<file path="src/rtl/icosoc_raspif_pkg.sv">
// Shared types and byte codes for the RasPi-interface memory bridge.
package icosoc_raspif_pkg;

  typedef enum logic [2:0] {IDLE, ADDR, WDATA, BUS, RESP} state_t;

  localparam logic [7:0] CMD_WRITE = 8'h01;
  localparam logic [7:0] CMD_READ  = 8'h02;
  localparam logic [7:0] RSP_ACK   = 8'h5A;
  localparam logic [7:0] RSP_ERR   = 8'hEE;

  function automatic logic is_cmd(input logic [7:0] b);
    return (b == CMD_WRITE) || (b == CMD_READ);
  endfunction

endpackage

</file>
<file path="src/rtl/icosoc_raspif_membridge_shreg.sv">
// 32-bit little-endian byte shift register: bytes enter at the top and leave at [7:0].
// A 2-bit counter tracks shifts; last is high while the fourth byte position is current.
module icosoc_raspif_membridge_shreg (
  input  logic        clk,
  input  logic        resetn,
  input  logic        load,
  input  logic [31:0] load_data,
  input  logic [1:0]  load_cnt,
  input  logic        shift,
  input  logic [7:0]  shift_in,
  output logic [31:0] data,
  output logic        last
);

  logic [31:0] data_reg, data_next;
  logic [1:0]  cnt_reg, cnt_next;

  genvar gi;
  generate
    for (gi = 0; gi < 4; gi++) begin : g_lane
      logic [7:0] upper;
      if (gi == 3) begin : g_top
        assign upper = shift_in;
      end else begin : g_mid
        assign upper = data_reg[8*gi+15 -: 8];
      end
      assign data_next[8*gi +: 8] = load  ? load_data[8*gi +: 8] :
                                    shift ? upper : data_reg[8*gi +: 8];
    end
  endgenerate

  assign cnt_next = load ? load_cnt : (shift ? cnt_reg + 2'd1 : cnt_reg);

  always_ff @(posedge clk or negedge resetn) begin
    if (!resetn) begin
      data_reg <= '0;
      cnt_reg  <= '0;
    end else begin
      data_reg <= data_next;
      cnt_reg  <= cnt_next;
    end
  end

  assign data = data_reg;
  assign last = (cnt_reg == 2'd3);

endmodule

</file>
<file path="src/rtl/icosoc_raspif_membridge.sv">
// Byte-command to 32-bit memory bus bridge for the RasPi interface.
// Define ICOSOC_RASPIF_MEMBRIDGE_TIMEOUT_EN to abort stalled bus requests after TIMEOUT_CYCLES.
module icosoc_raspif_membridge
  import icosoc_raspif_pkg::*;
#(
  parameter int WRITE_ACK      = 1,
  parameter int TIMEOUT_CYCLES = 1023
) (
  input  logic        clk,
  input  logic        resetn,
  input  logic        sync,
  input  logic        recv_valid,
  output logic        recv_ready,
  input  logic [7:0]  recv_tdata,
  output logic        send_valid,
  input  logic        send_ready,
  output logic [7:0]  send_tdata,
  output logic        mem_valid,
  input  logic        mem_ready,
  output logic [31:0] mem_addr,
  output logic [31:0] mem_wdata,
  output logic [3:0]  mem_wstrb,
  input  logic [31:0] mem_rdata
);

  state_t      state_reg;
  logic        started_reg, is_write_reg, discard_reg;
  logic        mem_valid_reg, send_valid_reg;
  logic [3:0]  mem_wstrb_reg;
  logic        recv_fire, send_fire, bus_done, bus_discard, tmo_hit;
  logic        addr_load, addr_shift, addr_last, wdata_shift, wdata_last;
  logic        resp_load, resp_shift, resp_last;
  logic [31:0] addr_data, wdata_data, resp_data, resp_load_data;
  logic [1:0]  resp_load_cnt;
  logic [23:0] unused_resp_hi;

  assign recv_ready  = started_reg && !sync &&
                       (state_reg == IDLE || state_reg == ADDR || state_reg == WDATA);
  assign recv_fire   = recv_valid && recv_ready;
  assign send_fire   = send_valid_reg && send_ready;
  assign bus_done    = (state_reg == BUS) && mem_valid_reg && mem_ready;
  assign bus_discard = discard_reg || sync;

  assign addr_load   = (state_reg == IDLE) && recv_fire && is_cmd(recv_tdata);
  assign addr_shift  = (state_reg == ADDR) && recv_fire;
  assign wdata_shift = (state_reg == WDATA) && recv_fire;
  assign resp_shift  = (state_reg == RESP) && send_fire && !resp_last;

  // Single-byte responses preload the counter so last is already set.
  always_comb begin
    resp_load      = 1'b0;
    resp_load_data = {24'h0, RSP_ERR};
    resp_load_cnt  = 2'd3;
    if ((state_reg == IDLE) && recv_fire && !is_cmd(recv_tdata)) begin
      resp_load = 1'b1;
    end else if (bus_done && !is_write_reg) begin
      resp_load      = 1'b1;
      resp_load_data = mem_rdata;
      resp_load_cnt  = 2'd0;
    end else if (bus_done) begin
      resp_load      = 1'b1;
      resp_load_data = {24'h0, RSP_ACK};
    end else if (tmo_hit) begin
      resp_load = 1'b1;
    end
  end

  icosoc_raspif_membridge_shreg u_addr (
    .clk(clk), .resetn(resetn), .load(addr_load), .load_data(32'h0), .load_cnt(2'd0),
    .shift(addr_shift), .shift_in(recv_tdata), .data(addr_data), .last(addr_last)
  );

  icosoc_raspif_membridge_shreg u_wdata (
    .clk(clk), .resetn(resetn), .load(addr_load), .load_data(32'h0), .load_cnt(2'd0),
    .shift(wdata_shift), .shift_in(recv_tdata), .data(wdata_data), .last(wdata_last)
  );

  icosoc_raspif_membridge_shreg u_resp (
    .clk(clk), .resetn(resetn), .load(resp_load), .load_data(resp_load_data),
    .load_cnt(resp_load_cnt), .shift(resp_shift), .shift_in(8'h00),
    .data(resp_data), .last(resp_last)
  );

`ifdef ICOSOC_RASPIF_MEMBRIDGE_TIMEOUT_EN
  localparam int TMO_W = ($clog2(TIMEOUT_CYCLES + 1) > 10) ? $clog2(TIMEOUT_CYCLES + 1) : 10;
  logic [TMO_W-1:0] tmo_cnt_reg;

  always_ff @(posedge clk or negedge resetn) begin
    if (!resetn)
      tmo_cnt_reg <= '0;
    else if (state_reg != BUS)
      tmo_cnt_reg <= '0;
    else if (mem_valid_reg && !mem_ready)
      tmo_cnt_reg <= tmo_cnt_reg + 1'b1;
  end

  assign tmo_hit = (state_reg == BUS) && mem_valid_reg && !mem_ready &&
                   (tmo_cnt_reg == TMO_W'(TIMEOUT_CYCLES - 1));
`else
  localparam int unused_timeout_cycles = TIMEOUT_CYCLES;
  assign tmo_hit = 1'b0;
`endif

  always_ff @(posedge clk or negedge resetn) begin
    if (!resetn) begin
      state_reg      <= IDLE;
      started_reg    <= 1'b0;
      is_write_reg   <= 1'b0;
      discard_reg    <= 1'b0;
      mem_valid_reg  <= 1'b0;
      mem_wstrb_reg  <= 4'h0;
      send_valid_reg <= 1'b0;
    end else begin
      started_reg <= 1'b1;
      case (state_reg)
        IDLE: begin
          if (recv_fire) begin
            if (is_cmd(recv_tdata)) begin
              state_reg    <= ADDR;
              is_write_reg <= (recv_tdata == CMD_WRITE);
            end else begin
              state_reg      <= RESP;
              send_valid_reg <= 1'b1;
            end
          end
        end
        ADDR: begin
          if (sync) begin
            state_reg <= IDLE;
          end else if (recv_fire && addr_last) begin
            if (is_write_reg) begin
              state_reg <= WDATA;
            end else begin
              state_reg     <= BUS;
              mem_valid_reg <= 1'b1;
              mem_wstrb_reg <= 4'h0;
              discard_reg   <= 1'b0;
            end
          end
        end
        WDATA: begin
          if (sync) begin
            state_reg <= IDLE;
          end else if (recv_fire && wdata_last) begin
            state_reg     <= BUS;
            mem_valid_reg <= 1'b1;
            mem_wstrb_reg <= 4'hF;
            discard_reg   <= 1'b0;
          end
        end
        BUS: begin
          // A sync here lets the bus cycle finish but swallows its response.
          if (sync) discard_reg <= 1'b1;
          if (bus_done || tmo_hit) begin
            mem_valid_reg <= 1'b0;
            mem_wstrb_reg <= 4'h0;
            if (bus_discard) begin
              state_reg <= IDLE;
            end else if (tmo_hit || !is_write_reg || (WRITE_ACK != 0)) begin
              state_reg      <= RESP;
              send_valid_reg <= 1'b1;
            end else begin
              state_reg <= IDLE;
            end
          end
        end
        RESP: begin
          if (sync || (send_fire && resp_last)) begin
            state_reg      <= IDLE;
            send_valid_reg <= 1'b0;
          end
        end
        default: state_reg <= IDLE;
      endcase
    end
  end

  assign mem_valid = mem_valid_reg;
  assign mem_wstrb = mem_wstrb_reg;
  assign mem_addr  = addr_data & 32'hFFFF_FFFC;
  assign mem_wdata = wdata_data;
  assign send_valid = send_valid_reg;
  assign {unused_resp_hi, send_tdata} = resp_data;

endmodule
</file>
<file path="config.mk">
export PLATFORM = sky130hd
export DESIGN_NAME = icosoc_raspif_membridge
export DESIGN_NICKNAME = d
export VERILOG_FILES = /design/src/rtl/icosoc_raspif_pkg.sv /design/src/rtl/icosoc_raspif_membridge_shreg.sv /design/src/rtl/icosoc_raspif_membridge.sv
export SDC_FILE = /design/constraint.sdc
export NUM_CORES = 1
export LEC_CHECK = 0
export ABC_AREA = 1
export BUFFER_PORTS_ARGS = -buffer_cell sky130_fd_sc_hd__buf_2
export CAP_MARGIN = 10
export CORE_MARGIN = 2
export CORE_UTILIZATION = 50
export CTS_BUF_LIST = sky130_fd_sc_hd__clkbuf_4
export DETAILED_ROUTE_END_ITERATION = 8
export PLACE_DENSITY = 0.75
export SYNTH_ARGS = -nofsm -noshare
export SYNTH_HDL_FRONTEND = slang
export SYNTH_SLANG_ARGS = --single-unit
</file>
<file path="constraint.sdc">
create_clock -name clk -period 1.48 [get_ports clk]
set_input_delay 0 -clock clk [delete_from_list [all_inputs] [get_ports clk]]
set_output_delay 0 -clock clk [all_outputs]
set_load 0.01 [all_outputs]
</file>
==> results of run 1 <==
[layout by cell type, fill, tap and decap left out, drive strengths merged]
cell type	synthesis	final
nand4	14	14
clkinvlp	0	4
xor2	1	1
clkbuf	10	12
o21ai	53	53
clkinv	0	2
nand3	70	70
bufinv	0	1
nand2	189	189
inv	74	75
dlygate4sd3	0	44
a21boi	1	1
a31oi	3	3
dfrtp	109	109
ha	3	3
buf	35	183
a21oi	25	25
nor2	58	58
conb	2	3
o21bai	3	3
[power groups by stage]
stage / clock network, mW / registers [mW] / logic (mW)
after global placement: 0 / 4.88 / 4.10
after detailed placement: 0 / 4.93 / 4.22
after floorplan: 0 / 5.14 / 2.32
final: 1.55 / 5.04 / 5.22
after CTS: 1.56 / 4.90 / 4.57
after global routing: 1.68 / 5.16 / 5.77
[cell type report]
| cell class | count | area [um^2] |
|---|---|---|
| Sequential cell | 109 | 2729 |
| Clock buffer | 9 | 67.56 |
| Multi-Input combinational cell | 423 | 2579 |
| Fill cell | 690 | 2520 |
| Clock inverter | 7 | 73.82 |
| Timing Repair Buffer | 230 | 1800 |
| Tap cell | 136 | 170.2 |
| Inverter | 74 | 284.0 |
| Timing Repair inverter | 1 | 7.507 |
[stage by stage]
stage	setup TNS, ps	cells	power (mW)	utilization	area, um^2
2_1_floorplan	-1792	651	7.462	-	5290
3_3_place_gp	-121.2	909	8.975	0.6044	6183
3_5_place_dp	-3896	909	9.147	0.6044	6183
4_1_cts	-3676	981	11.03	0.6883	7042
5_1_grt	-21260	989	12.61	0.7537	7711
6_report	-11770	989	11.81	0.7537	7711
[path summary, 6_finish.rpt]
kind	from	endpoint	slack [ps]	cells past startpoint
max	state_reg[1]	u_resp.data[13]	-170	11
min	recv_valid	discard_reg	20	6
max reg2reg	state_reg[1]	u_resp.data[13]	-170	11
min reg2reg	u_resp.data[4]	u_resp.data[4]	490	2
max in group asynchronous	resetn	u_wdata.data[27]	660	3
min in group asynchronous	resetn	u_addr.data[25]	40	3
[layer usage]
metal | vias up | share of wire | GRT usage | wire (um)
li1 | 2445 | - | - | -
met1 | 2510 | 0.42 | 0.3450 | 6432
met2 | 190 | 0.51 | 0.4060 | 7738
met3 | 29 | 0.050 | 0.03188 | 770
met4 | 0 | 0.025 | 0.1015 | 379
met5 | - | 0 | 0 | 0
[worst max-delay path: cells and delay by family, from the launching register on]
kind	cells	cell delay (ps)
simple gates	8	700
buf+inv	3	450
flops	1	440
[cells by family (layout without fill, tap and decap cells)]
logic type / after synthesis / in the layout / synth area share
and+or+nand+nor: 331 / 331 / 0.2720
other: 2 / 3 / 0.001444
buffers and inverters: 119 / 321 / 0.1089
xor gates and xnor gates: 1 / 1 / 0.001684
DFF: 109 / 109 / 0.5243
AOI/OAI and AO/OA: 85 / 85 / 0.08442
adders and majority gates: 3 / 3 / 0.007216
[timing repair]
item / in CTS / in global routing
hold buffers: 44 / 0
setup buffers: 8 / 4
gates cloned: 4 / 5
setup endpoints to repair: 104 / 109
gates resized for setup: 65 / 157
endpoints found under the hold margin: 161 / 0
pin swaps: 4 / 51
==> qor.yml, run 1 <==
cp_slowest_cell: "dfrtp_1"
yosysUniqueCellTypes: 26
clkSinkCount: 109
synth_top_area_frac: 0.5243
clockPowerShare: 0.131
routedWlPerCell_um: 15.49
drc: 0
max_stage_delay_ps: 440
min_period_ps: 1655
antenna_found_initial: 0
finalHoldViolations: 0
cts-buffers-inserted: 9
dp.final_hpwl_mm: 8.768
rows: 37
setup_ws_ps: -174.9
preCtsSetupSlack_ps: -80.03
clk_pin_slew_ps: 170
p_leak_nw: 4.134
fp.coreArea_um2: 10230
final_antenna_net_count: 0
grt_pass1_vias: 4867
grt-ovfl-total: 0
grt_usage: 0.2509
clockBufferDepth: 2
syn2layout_area_growth_pct: 48.22
startpoint_type: "flip-flop"
grt_setup_unrepaired: "true"
synth_flop_cell: "dfrtp_1"
ys.warnings.count: 0
start_util: 0.5085
dr.first_iter.drc_count: 312
status: "complete, but fails checks"
clk_latency_ps: 480
slew_viol_final: 0
synth_area_um2: 5202
synthArstFlopShare: 1.000
synth.most_common_cell: "nand2_1"
power.internal_mw: 7.025
die_width_um: 106.0
setup_viol: 109
violations: "negative setup slack"
pwr-share-comb: 0.442
htreeDepth: 3
synth_top_cell_by_area: "dfrtp_1"
fp.dieH_um: 106.0
cts_tree: "done"
cp_max_fo: 7
clock-skew-final_ps: 18.19
ir_drop_mv: 0.7801
synth_cells: 650
cp-end-kind: "flip-flop"
ys_ff_latch: 109
via_per_inst: 5.232
ys_seq_area_frac: 0.5243
synth_commonest_cells: "nand2_1, dfrtp_1, inv_1, nand3_1, nor2_1"
clockRootBuffer: "clkbuf_4"
cp.required_ps: 1900
finalCritPeriodShare: 1.118
path_common_cell: "nand2_1"
cap_violations: 0
worstSetupPathType: "reg2reg"
synth.area.top_cells: "dfrtp_1, nand2_1, nand3_1"
switching_share: 0.4052
dieArea_um2: 11240
grt_start_max_net_pins: 43
worstPathArrival_ps: 2070
crit_chain: "nand2_2, buf_6, nor2_4, nand2_4, nor2_4, buf_12, clkbuf_16, nand2_2, nand2_1, nand2_1, nand2_1"
synth_edf_count: 0
min_path_type: "in2reg"
p_sw_mw: 4.784
wl_mm: 15.32
n_antenna_cell: 0
dr.pass1.iters: 5
drive_gt1_frac: 0.4197
nNetsFinal: 897
fmax_mhz: 604.3
power_density_nw_per_um2: 1531
routabilityCongestion: 0.8461
port_buffers: 122
whs_ps: 20.71
seqPwrFrac: 0.427
io_pins: 125
synth.avg_cell_area_um2: 8.004
grt_pass1_wl_mm: 22.80
via_count: 5174
(Power assumes the default switching activity.)
==> run 2: changes to the inputs <==
CORE_UTILIZATION = 48   (was 50)
CTS_BUF_LIST = default   (was sky130_fd_sc_hd__clkbuf_4)
PLACE_DENSITY = 0.73   (was 0.75)
==> qor.yml, run 2 (same netlist as run 1, synthesis figures left out) <==
worstPathArrival_ps: 1900  # -170 ps
power_density_nw_per_um2: 1606  # +4.9%
dr.first_iter.drc_count: 228  # -27%
via_count: 4987  # -3.6%
dr.pass1.iters: 5  # unchanged
cp.required_ps: 1750  # -150 ps
start_util: 0.4863  # -0.02218
clock-skew-final_ps: 11.47  # -6.720 ps
p_sw_mw: 4.586  # -4.1%
fp.coreArea_um2: 10700  # +4.6%
power.internal_mw: 7.231  # +2.9%
drc: 0  # unchanged
clockRootBuffer: "clkbuf_8"
num-fill-cells: 848  # +23%
port_buffers: 122  # unchanged
routedWlPerCell_um: 14.31  # -7.6%
via_per_inst: 5.099  # -2.5%
final_cell_mix: "nand2_1, buf_2, dfrtp_1"
grt_usage: 0.2318  # -0.01908
dp.final_hpwl_mm: 8.652  # -1.3%
switching_share: 0.3881  # -0.01707
drive_gt1_frac: 0.3353  # -0.08437
worstSetupPathType: "reg2reg"
setup_viol: 88  # -19%
wl_mm: 14.00  # -8.6%
final_antenna_net_count: 0  # unchanged
rows: 38  # +2.7%
cp_max_fo: 8  # +1
startpoint_type: "flip-flop"
cts-buffers-inserted: 9  # unchanged
p_leak_nw: 3.984  # -3.6%
die_width_um: 108.1  # +2.0%
clk_latency_ps: 370  # -110 ps
min_period_ps: 1627  # -28.12 ps
fp.dieH_um: 108.1  # +2.0%
routabilityCongestion: 0.8431  # -0.35%
syn2layout_area_growth_pct: 41.39
status: "complete, but fails checks"
layout_commonest_cell: "nand2_1"
grt_pass1_wl_mm: 21.80  # -4.4%
grt_pass1_vias: 4652  # -4.4%
finalHoldViolations: 0  # unchanged
seqPwrFrac: 0.419  # -0.008
violations: "negative setup slack"
clockBufferDepth: 2  # unchanged
slew_viol_final: 0  # unchanged
antenna_found_initial: 0  # unchanged
clkSinkCount: 109  # unchanged
htreeDepth: 3  # unchanged
grt-ovfl-total: 0  # unchanged
cp-end-kind: "flip-flop"
finalCritPeriodShare: 1.099  # -0.01900
clockPowerShare: 0.170  # +0.039
io_pins: 125  # unchanged
pwr-share-comb: 0.411  # -0.031
clk_pin_slew_ps: 110  # -60 ps
fmax_mhz: 614.7  # +1.7%
cts_tree: "done"
preCtsSetupSlack_ps: -117.9  # -37.85 ps
min_path_type: "in2reg"
setup_ws_ps: -146.8  # +28.12 ps
dieArea_um2: 11690  # +4.0%
grt_start_max_net_pins: 67  # +56%
cap_violations: 0  # unchanged
n_antenna_cell: 0  # unchanged
grt_setup_unrepaired: "true"
nNetsFinal: 882  # -1.7%
final_core_utilization: 0.6876  # -0.06610
ir_drop_mv: 1.050  # +35%
==> run 2: routing by layer <==
layer  up-vias  track usage  share of wire
met3        31      0.02833          0.053
met2       164       0.3697           0.50
met1      2382       0.3217           0.43
li1       2410            -              -
met5         -            0              0
met4         0      0.09707          0.026
==> run 2: power groups by stage <==
| stage | clock, mW | sequential [mW] | combinational (mW) |
|---|---|---|---|
| 4_1_cts | 2.04 | 4.88 | 4.55 |
| 2_1_floorplan | 0 | 5.14 | 2.32 |
| 5_1_grt | 2.14 | 5.09 | 5.41 |
| 3_5_place_dp | 0 | 4.92 | 4.19 |
| 3_3_place_gp | 0 | 4.88 | 4.06 |
| 6_report | 2.01 | 4.95 | 4.86 |
==> run 2: what timing repair did <==
| action | 4_1_cts | 5_1_grt |
|---|---|---|
| endpoints found under the setup margin | 105 | 108 |
| endpoints found under the hold margin | 157 | 0 |
| gates resized for setup | 34 | 84 |
| buffers inserted | 4 | 4 |
| hold buffers | 41 | 0 |
| gates cloned | 2 | 4 |
| pin swaps | 8 | 16 |
==> run 2: critical path, stage by stage (launching register included) <==
cell and delay (ps):
dfrtp_1 440, nor2_1 120, nand3_1 120, nor2_4 190, buf_6 120, nand4_1 90, buf_6 160, buf_8 140
o21ai_1 100, nor2_1 70
==> run 2: through the flow <==
stage	power, mW	TNS (ps)	std cells	hold slack (ps)	instance area [um^2]
finish	11.82	-5127	978	12.71	7356
global route	12.64	-14280	978	51.69	7356
CTS	11.46	-2144	970	7.045	6983
detailed placement	9.109	-3333	907	7.850	6168
global placement	8.934	-540.6	907	1.799	6168
floorplan	7.462	-1792	651	-295.6	5290
==> run 2: final cells by class <==
cell class | instances | area (um^2) | area share
clock buffers | 9 | 123.9 | 0.01684
well taps | 140 | 175.2 | 0.02381
repair inverters | 1 | 7.507 | 0.001021
inverters | 74 | 281.5 | 0.03827
repair buffers | 215 | 1668 | 0.2267
flip-flops and latches | 109 | 2728 | 0.3708
clock inverters | 7 | 95.09 | 0.01293
multi-input cells | 423 | 2277 | 0.3096
==> run 2: worst paths after layout <==
kind / from / depth (start not counted) / slack, ps / endpoint
worst max-delay path: state_reg[2] / 9 / -150 / u_addr.data[22]
worst min-delay path: send_ready / 4 / 10 / state_reg[2]
worst max register to register: state_reg[2] / 9 / -150 / u_addr.data[22]
worst min register to register: u_resp.data[12] / 2 / 490 / u_resp.data[12]
max in group asynchronous: resetn / 3 / 1000 / u_resp.data[18]
min in group asynchronous: resetn / 3 / 140 / u_wdata.data[29]
==> run 3: changes to the inputs <==
CORE_UTILIZATION = 40   (was 48)
PLACE_DENSITY = 0.62   (was 0.73)
==> qor.yml, run 3 (same netlist as run 1, synthesis figures left out) <==
grt_usage: 0.2001  # -0.03172
num-fill-cells: 1159  # +37%
grt_pass1_vias: 4746  # +2.0%
cp_slowest_cell: "dfrtp_2"
max_stage_delay_ps: 460  # +20 ps
via_per_inst: 4.811  # -5.6%
fin_tns_setup_ps: -5595  # -467.3 ps
cp_max_fo: 6  # -2
path_buf_inv: 2  # -1
violations: "negative setup slack"
slew_viol_final: 0  # unchanged
clkSinkCount: 109  # unchanged
cap_violations: 0  # unchanged
antenna_found_initial: 0  # unchanged
p_leak_nw: 4.056  # +1.8%
clock-skew-final_ps: 6.369  # -5.099 ps
dr.pass1.iters: 4  # -1
n_antenna_cell: 0  # unchanged
clockRootBuffer: "clkbuf_16"
final_antenna_net_count: 0  # unchanged
clk_pin_slew_ps: 80  # -30 ps
syn2layout_area_growth_pct: 43.15
setup_viol: 97  # +10%
busiest_layer: "met2"
status: "complete, but fails checks"
final_cell_mix: "nand2_1, buf_2, dfrtp_1"
cts_tree: "done"
gr-usage-met3: 0.03682  # +0.008491
fp.dieH_um: 118.0  # +9.2%
grt_pass1_wl_mm: 22.78  # +4.5%
cp.required_ps: 1720  # -30 ps
port_buffers: 122  # unchanged
use_met1: 0.2724  # -0.04929
layout_commonest_cell: "nand2_1"
grt_start_max_net_pins: 59  # -12%
critical_path.top_delay_family: "simple AND/OR/NAND/NOR gates"
via_count: 4869  # -2.4%
clk_latency_ps: 360  # about the same
io_pins: 125  # unchanged
drc: 0  # unchanged
routedWlPerCell_um: 13.94  # -2.6%
finalCritPeriodShare: 1.084  # -0.01483
worstSetupPathType: "reg2reg"
grt-ovfl-total: 0  # unchanged
fmax_mhz: 623.1  # +1.4%
finalHoldViolations: 0  # unchanged
placedInstanceArea_um2: 6216  # +0.77%
wl_mm: 14.11  # +0.81%
dieArea_um2: 13930  # +19%
min_path_type: "in2reg"
power_density_nw_per_um2: 1637  # +1.9%
die_width_um: 118.0  # +9.2%
cp-end-kind: "flip-flop"
routabilityCongestion: 0.8862  # +5.1%
gr-usage-met2: 0.3107  # -0.05904
stdcell_area_um2: 7447  # +1.2%
grt_setup_unrepaired: "true"
start_util: 0.4106  # -0.07573
clockBufferDepth: 2  # unchanged
drive_gt1_frac: 0.3250  # -0.01032
startpoint_type: "flip-flop"
fp.coreArea_um2: 12670  # +18%
htreeDepth: 3  # unchanged
min_period_ps: 1605  # -21.96 ps
nNetsFinal: 884  # +0.23%
cts-buffers-inserted: 9  # unchanged
dp.final_hpwl_mm: 9.190  # +6.2%
crit_chain: "inv_2, nand2_2, nor2_4, nand2_4, nor2_4, nand2_4, nand2_4, clkbuf_16, a21oi_1"
path_common_cell: "nand2_4"
ir_drop_mv: 0.8084  # -23%
dr.first_iter.drc_count: 253  # +11%
worstPathArrival_ps: 1850  # -50 ps
rows: 41  # +7.9%
reg2reg_slack_ps: -120  # +20 ps
setup_ws_ps: -124.8  # +21.96 ps
==> run 3: metal layers <==
layer  wire, um  up-vias  share of wire
met5          0        -              0
met4        383        0          0.027
met3        554       28          0.039
met2       6681      128           0.47
met1       6490     2294           0.46
li1           -     2419              -
==> run 3: metrics by stage <==
step / worst slack (ps) / power, mW / util / cells / hold WS [ps]
after CTS: -83.31 / 11.88 / 0.5603 / 1003 / 25.24
final: -124.8 / 12.19 / 0.5877 / 1012 / 25.97
after floorplan: -80.62 / 7.462 / - / 651 / -295.6
after global placement: -123.5 / 8.983 / 0.4906 / 942 / -192.8
after global routing: -186.2 / 13.14 / 0.5877 / 1012 / 29.41
after detailed placement: -223.4 / 9.093 / 0.4906 / 942 / -193.4
==> run 3: worst reg2reg max path, delay by kind of cell, from the launching register on <==
kind / cells / cell delay [ps]
and+or+nand+nor: 6 / 700
DFF: 1 / 460
buffers and inverters: 2 / 270
AOI/OAI and AO/OA: 1 / 70
==> run 3: layout make-up <==
type                            count  area [um^2]  area share
Clock inverter                      7        88.84     0.01193
Tap cell                          172        215.2     0.02890
Multi-Input combinational cell    423         2217      0.2977
Timing Repair Buffer              218         1690      0.2270
Sequential cell                   109         2730      0.3666
Clock buffer                        9        225.2     0.03024
Inverter                           74        280.3     0.03763
==> run 3: final timing paths <==
kind                                 startpoint              end  depth (start not counted)
worst max-delay path               state_reg[2]  u_addr.data[26]                          9
worst min-delay path                 send_ready     state_reg[2]                          4
worst min register to register  u_resp.data[11]  u_resp.data[11]                          2
min in group asynchronous                resetn  u_wdata.data[8]                          3
max in group asynchronous                resetn  u_wdata.data[5]                          3
worst max register to register     state_reg[2]  u_addr.data[26]                          9
==> run 3: report_power, final <==
part | internal (mW) | switching (mW)
Clock | 1.36 | 1.21
Sequential | 4.12 | 0.825
Combinational | 2.10 | 2.58
Total | 7.58 | 4.62
==> run 3: timing repair <==
item | in CTS | in global routing
endpoints found under the setup margin | 107 | 108
pin swaps | 7 | 21
cloned | 1 | 4
hold buffers | 41 | 0
buffers inserted | 3 | 5
gates resized for setup | 44 | 77
hold endpoints to repair | 156 | 0
